<file path="src/rtl/seq_gen.sv">
// seq_gen: serial pattern burst generator.
//
// A shadow register holds a PAT_W-bit pattern (reset value PAT_INIT). A start
// pulse in IDLE latches the pattern, rep_cnt and gap into working registers.
// The block then transmits the pattern MSB first, rep_cnt+1 times, with gap
// idle cycles between repetitions. A one-cycle done pulse follows the last bit.
//
// Ports:
//   clk       rising-edge clock
//   rst_n     asynchronous active-low reset
//   start     request a burst; accepted only in IDLE
//   load_en   write load_pat into the shadow pattern register (any state)
//   load_pat  new pattern, MSB transmitted first
//   rep_cnt   burst length minus one
//   gap       idle cycles between repetitions
//   abort     (only with SEQ_GEN_ABORT_EN) cancel the burst in SEND/GAP
//   data_out  serial data bit (registered)
//   data_vld  data_out carries a pattern bit (registered)
//   busy      burst in progress (registered)
//   done      single-cycle end-of-burst pulse (registered)
//
// Build option: define SEQ_GEN_ABORT_EN to add the abort input.
module seq_gen #(
  parameter int unsigned            PAT_W    = 6,
  parameter logic [PAT_W-1:0]       PAT_INIT = 6'b101001,
  parameter int unsigned            REP_W    = 4
) (
  input  logic             clk,
  input  logic             rst_n,
  input  logic             start,
  input  logic             load_en,
  input  logic [PAT_W-1:0] load_pat,
  input  logic [REP_W-1:0] rep_cnt,
  input  logic [3:0]       gap,
`ifdef SEQ_GEN_ABORT_EN
  input  logic             abort,
`endif
  output logic             data_out,
  output logic             data_vld,
  output logic             busy,
  output logic             done
);

  localparam int unsigned      CntW    = (PAT_W > 1) ? $clog2(PAT_W) : 1;
  localparam logic [CntW-1:0]  LastBit = CntW'(PAT_W - 1);

  typedef enum logic [1:0] {StIdle, StSend, StGap, StDone} state_e;

  state_e             state_q, state_d;
  logic [PAT_W-1:0]   shadow_q, shadow_d;
  logic [PAT_W-1:0]   work_q, work_d;    // pattern latched for this burst
  logic [PAT_W-1:0]   shift_q, shift_d;  // MSB is the bit currently on data_out
  logic [CntW-1:0]    bit_q, bit_d;      // bits still to send after the current one
  logic [REP_W-1:0]   rep_q, rep_d;      // repetitions still to start
  logic [3:0]         gap_len_q, gap_len_d;
  logic [3:0]         gap_q, gap_d;      // gap cycles remaining after the current one
  logic               data_out_q, data_out_d;
  logic               data_vld_q, data_vld_d;
  logic               busy_q, busy_d;
  logic               done_q, done_d;
  logic               abort_req;

`ifdef SEQ_GEN_ABORT_EN
  assign abort_req = abort;
`else
  assign abort_req = 1'b0;
`endif

  always_comb begin
    state_d    = state_q;
    // A load coinciding with an accepted start is visible to that start.
    shadow_d   = load_en ? load_pat : shadow_q;
    work_d     = work_q;
    shift_d    = shift_q;
    bit_d      = bit_q;
    rep_d      = rep_q;
    gap_len_d  = gap_len_q;
    gap_d      = gap_q;
    data_out_d = 1'b0;
    data_vld_d = 1'b0;
    busy_d     = 1'b0;
    done_d     = 1'b0;

    unique case (state_q)
      StIdle: begin
        if (start) begin
          state_d    = StSend;
          work_d     = shadow_d;
          shift_d    = shadow_d;
          bit_d      = LastBit;
          rep_d      = rep_cnt;
          gap_len_d  = gap;
          data_out_d = shadow_d[PAT_W-1];
          data_vld_d = 1'b1;
          busy_d     = 1'b1;
        end
      end

      StSend: begin
        if (abort_req) begin
          state_d = StIdle;
        end else if (bit_q != '0) begin
          shift_d    = shift_q << 1;
          bit_d      = bit_q - 1'b1;
          data_out_d = shift_d[PAT_W-1];
          data_vld_d = 1'b1;
          busy_d     = 1'b1;
        end else if (rep_q == '0) begin
          state_d = StDone;
          done_d  = 1'b1;
        end else begin
          rep_d = rep_q - 1'b1;
          if (gap_len_q == 4'd0) begin
            // Back-to-back repetition, no bubble.
            shift_d    = work_q;
            bit_d      = LastBit;
            data_out_d = work_q[PAT_W-1];
            data_vld_d = 1'b1;
            busy_d     = 1'b1;
          end else begin
            state_d = StGap;
            gap_d   = gap_len_q - 4'd1;
            busy_d  = 1'b1;
          end
        end
      end

      StGap: begin
        if (abort_req) begin
          state_d = StIdle;
        end else if (gap_q == 4'd0) begin
          state_d    = StSend;
          shift_d    = work_q;
          bit_d      = LastBit;
          data_out_d = work_q[PAT_W-1];
          data_vld_d = 1'b1;
          busy_d     = 1'b1;
        end else begin
          gap_d  = gap_q - 4'd1;
          busy_d = 1'b1;
        end
      end

      StDone: begin
        state_d = StIdle;
      end

      default: begin
        state_d = StIdle;
      end
    endcase
  end

  always_ff @(posedge clk or negedge rst_n) begin
    if (!rst_n) begin
      state_q    <= StIdle;
      shadow_q   <= PAT_INIT;
      work_q     <= '0;
      shift_q    <= '0;
      bit_q      <= '0;
      rep_q      <= '0;
      gap_len_q  <= '0;
      gap_q      <= '0;
      data_out_q <= 1'b0;
      data_vld_q <= 1'b0;
      busy_q     <= 1'b0;
      done_q     <= 1'b0;
    end else begin
      state_q    <= state_d;
      shadow_q   <= shadow_d;
      work_q     <= work_d;
      shift_q    <= shift_d;
      bit_q      <= bit_d;
      rep_q      <= rep_d;
      gap_len_q  <= gap_len_d;
      gap_q      <= gap_d;
      data_out_q <= data_out_d;
      data_vld_q <= data_vld_d;
      busy_q     <= busy_d;
      done_q     <= done_d;
    end
  end

  assign data_out = data_out_q;
  assign data_vld = data_vld_q;
  assign busy     = busy_q;
  assign done     = done_q;

endmodule
</file>
<file path="config.mk">
export PLATFORM = sky130hd
export DESIGN_NAME = seq_gen
export DESIGN_NICKNAME = d
export VERILOG_FILES = /design/src/rtl/seq_gen.sv
export SDC_FILE = /design/constraint.sdc
export NUM_CORES = 1
export LEC_CHECK = 0
export BUFFER_PORTS_ARGS = -buffer_cell sky130_fd_sc_hd__buf_2
export CORE_MARGIN = 1
export CORE_UTILIZATION = 45
export CTS_CLUSTER_DIAMETER = 100
export DETAILED_ROUTE_END_ITERATION = 12
export GPL_TIMING_DRIVEN = 0
export PLACE_DENSITY = 0.69
export SYNTH_ARGS = -nofsm -noshare
export SYNTH_HDL_FRONTEND = slang
export SYNTH_SLANG_ARGS = --single-unit
</file>
<file path="constraint.sdc">
create_clock -name clk -period 2.9 [get_ports clk]
set_input_delay 0.145 -clock clk [delete_from_list [all_inputs] [get_ports clk]]
set_output_delay 0.145 -clock clk [all_outputs]
set_load 0.05 [all_outputs]
</file>
## Word level (Yosys, flattened, before mapping)

Index checks and enable logic that the tools add are counted.

- Bits in registers: 38
- Bits of input ports: 18
- Output and inout bits: 4

- Add/subtract/negate cells: 4
- Eq/ne operators: 12
- Muxes and demuxes: 46
- Reduce and logical (&&, ||, !) cells: 13

Operator list:

| operator | number |
|---|---|
| $mux W4 | 7 |
| $mux W5 | 5 |
| $pmux W4 S2 | 2 |
| $mux W1 | 15 |
| $mux W3 | 5 |
| $pmux W5 S3 | 1 |
| $logic_not A4 Y1 | 3 |
| $ne A2 B2 Y1 const B | 6 |
| $sub A4 B1 Y4 const B | 3 |
| $mux W2 | 5 |
| $reduce_and A5 Y1 | 2 |
| $ne A3 B3 Y1 const B | 3 |
| $pmux W1 S3 | 3 |
| $pmux W3 S3 | 1 |
| $pmux W2 S4 | 1 |
| $reduce_and A4 Y1 | 2 |
| $mux W6 | 1 |
| $reduce_bool A3 Y1 | 2 |
| $eq A2 B2 Y1 const B | 2 |
| $reduce_bool A2 Y1 | 2 |
| $sub A3 B1 Y3 const B | 1 |
| $eq A2 B1 Y1 const B | 1 |
| $logic_not A2 Y1 | 1 |
| $reduce_and A2 Y1 | 1 |

## Depth between registers and ports, before layout

- Depth after elaboration: 5
- Gate-level depth with buffers: 8
- Depth with buffers taken out: 7

## Worst setup path after synthesis

No wires, ideal clock.

- Kind: register to register
- From: register state_q[1]
- To: register shift_q[0]
- Arrival: 1.951 ns
- Required time: 2.775 ns
- Path slack: 0.824 ns
- Stages on the path, launching flop included: 9
- Path buffers: 2
- Clock period less this slack: 2.076 ns
- Path through: dfrtp_1 inv_1 ha_1 clkbuf_2 or4b_4 a21o_1 o311a_1 buf_6 mux2_4

- Cells in the longest elaborated chain, start to end: 3
- Elaborated cells on any way between the ends: 10
- Those cells by class: eq/ne: 6; mux: 1; reduce/logical: 3

Ends and longest elaborated chain:

| what | RTL line | text |
|---|---|---|
| from (decl) | 49 | `state_e state_q, state_d;` |
| from (signal assigned) | 156 | `state_q <= StIdle;` |
| from (signal assigned) | 169 | `state_q <= state_d;` |
| $eq A2 B1 Y1 (tied with other cells) | 84 | `unique case (state_q)` |
| $ne A3 B3 Y1 (no line) (tied with other cells) | n/a |  |
| $reduce_and A5 Y1 (no line) | n/a |  |
| to (signal assigned) | 172 | `shift_q <= shift_d;` |
| to (decl) | 52 | `logic [PAT_W-1:0] shift_q, shift_d;` |

Parallel ways exist; a longest one is shown, timed or not.
A chain may end at the register's enable or synchronous reset.

## Final worst setup path

Ends and elaborated chain as after synthesis.

==> results_dict.tcl <==
set metrics [dict create \
    yosysTopAreaCellShare 0.426 \
    status "complete, no violations" \
    dpl-instance-area_um2 2220 \
    hold_class "input pin to flop" \
    use_met1 0.254 \
    power.internal_uw 724 \
    worst_r2r_endpoint "shift_q[0]" \
    finalMaxSlewViolations 0 \
    drt_iter0_markers 130 \
    crit_required_ns 3.08 \
    die_y_um 69.6 \
    layout_commonest_cell "dfrtp_1" \
    grt_pass1_vias 1448 \
    synthArstFlopShare 1.00 \
    place_congestion 0.833 \
    grt-ovfl-total 0 \
    fin_util 0.528 \
    reg2regPathDepth 8 \
    clock_power_share 0.381 \
    path_class "flop to flop" \
    regArea_um2 955 \
    cts_resized 0 \
    timing.setup.tns_ns 0 \
    hold_buffers 1 \
    antenna_found_initial 0 \
    fin_worst_skew_ns 0.00732 \
    vias 1530 \
    postRouteAntennaNets 0 \
    grt_usage 0.181 \
    totalWireLength_um 3930 \
    die_x_um 69.6 \
    drc 0 \
    coreArea_um2 4380 \
    viasPerCell 5.65 \
    tightest_slew_ns 0.922 \
    drt-wirelength-per-cell_um 14.5 \
    fin_crit_ns 2.21 \
    yosys_warnings 0 \
    fillCellCount 392 \
    vdd_ir_drop_max_v 0.000204 \
    cp_max_fo 8 \
    finalHoldViolations 0 \
    min_path_cells 2 \
    share_comb_of_total_power 0.041 \
    cts.clk_slew.worst_paths_ns 0.07 \
    dp_hpwl_um 2780 \
    synth_edf_count 0 \
    synth-seq-area-share 0.464 \
    met2_usage 0.266 \
    rsz0062_at_grt "false" \
    syn-cell-area_um2 2060 \
    synth_area_leaders "dfrtp_1 43%, mux2_2 8.2%, mux2i_1 4.9%" \
    yosys_most_used_dff "dfrtp_1" \
    crit_path_start "state_q[1]" \
    synth_fp_nets 215 \
    globalRouteMet3Util 0.0494 \
    leakage_nw 1.12 \
    cts_made_buffers 5 \
    die_area_um2 4850 \
    first_pass_iters 7 \
    io_pins 22 \
    r2r_slack_ns 0.69 \
    p_switching_uw 214 \
    post_cts_buffers 0 \
    clkSinkCount 38 \
    area_growth_pct 12.5 \
    grt_first_pass_wirelength_um 6820 \
    port_buffers 20 \
    syn_inst 190 \
    p_sw_frac 0.228 \
    core.rowCount 24 \
    top_usage_layer "met2" \
    cp.arrival_ns 2.40 \
    min_to "gap_len_q[1]" \
    yosys.cell_types.count 47 \
    maxCapViolations 0 \
    hp-start "gap[1]" \
    p_seq_frac 0.578 \
    setup_viol 0 \
    grt_max_degree 39 \
    cts_root_buf "clkbuf_8" \
    hold_ws_ns 0.0754 \
    ys_ff_latch 38 \
    start_kind "flop" \
    worstSetupEndpointType "flop" \
    clkLatencyLatePin_ns 0.30 \
    multi_input_area_um2 997 \
    yosysTopAreaCell "dfrtp_1" \
    htree_levels 2 \
    reg2reg_from "state_q[1]" \
    fin_area_um2 2320 \
    antenna_cells 0 \
    clock.fmax_ghz 0.452 \
    power_density_nw_per_um2 405 \
    final_cell_mix "35 x dfrtp_1, 23 x buf_2, 15 x mux2_2" \
    cts_tree "done" \
    finalCritPeriodShare 0.764 \
    drive_gt1_frac 0.301 \
    fin_nets 243 \
    synth.avg_cell_area_um2 10.8 \
    maxSlewHeadroom 0.380 \
    clock_path_buffers 2 \
    initial_core_util 0.469 \
]
[worst max-delay path, stage by stage, from the launching register on]
cell	delay [ns]
dfrtp_1	0.42
inv_1	0.10
ha_1	0.14
clkbuf_2	0.17
or4b_4	0.50
a21o_1	0.19
o311a_1	0.13
buf_6	0.15
mux2_4	0.30
[how the worst max path moves through the flow]
stage / to / slack [ns] / cells past startpoint
finish: shift_q[0] / 0.69 / 8
global route: shift_q[1] / 0.51 / 7
CTS: rep_q[0] / 0.69 / 8
detailed placement: shift_q[0] / 0.70 / 8
global placement: shift_q[3] / 0.70 / 8
floorplan: shift_q[0] / 0.82 / 8
[cells in the mapped netlist (2+ instances only)]
cell type and n:
a21o_1 2, nor4_1 3, nand4_1 3, nand2_1 11, or2_2 3, a221oi_1 2
buf_6 2, nor2_1 8, a31oi_1 7, nand3_1 4, o31ai_1 2, dfrtp_1 35
nor3_1 5, clkbuf_1 5, and4_1 2, mux2_2 15, buf_2 3, ha_1 7
inv_1 11, mux2i_1 10, o221a_2 2, mux2_4 5, dfstp_2 3, o21ai_0 8
a21oi_1 9, o211ai_1 2
[sequential cells by signal, summed over array words and instances, names as in the netlist]
register,cells
shadow_q,6
data_vld,1
gap_q,4
state_q,2
work_q,6
rep_q,4
bit_q,3
shift_q,5
data_out,1
done,1
gap_len_q,4
busy,1
[power by group through the flow]
stage | clock network (mW) | registers (mW) | logic [mW]
after floorplan | 0 | 0.552 | 0.0140
after global placement | 0 | 0.553 | 0.0378
after detailed placement | 0 | 0.553 | 0.0382
after CTS | 0.368 | 0.543 | 0.0394
after global routing | 0.388 | 0.543 | 0.0437
final | 0.358 | 0.543 | 0.0383
[area by class of cell]
type,instances,area share
clock buffer,6,0.0313
multi-input combinational,129,0.431
tap,52,0.0281
timing repair buffer,21,0.0475
buffer,12,0.0281
clock inverter,2,0.00432
sequential,38,0.412
inverter,11,0.0178
[kinds of logic (layout without fill, tap and decap cells)]
family	count (synthesis)	count (layout)	share of synthesized area
xor gates and xnor gates	1	1	0.00426
buffers and inverters	23	52	0.0517
and+or+nand+nor	48	48	0.127
AOI/OAI and AO/OA	43	43	0.143
adders and majority gates	7	7	0.0426
DFF	38	38	0.464
muxes	30	30	0.167
[layer usage]
metal  vias up  part of all wire
met5         -                 0
met4         0             0.018
met3         8             0.034
met2        32              0.44
met1       745              0.51
li1        745                 -
[through the flow]
step	total power [mW]	instances	worst slack, ns
5_1_grt	0.975	271	0.511
2_1_floorplan	0.566	190	0.824
3_3_place_gp	0.590	262	0.705
3_5_place_dp	0.591	262	0.698
4_1_cts	0.950	271	0.688
6_report	0.938	271	0.685
No activity file was read; power rests on OpenSTA's default activity.
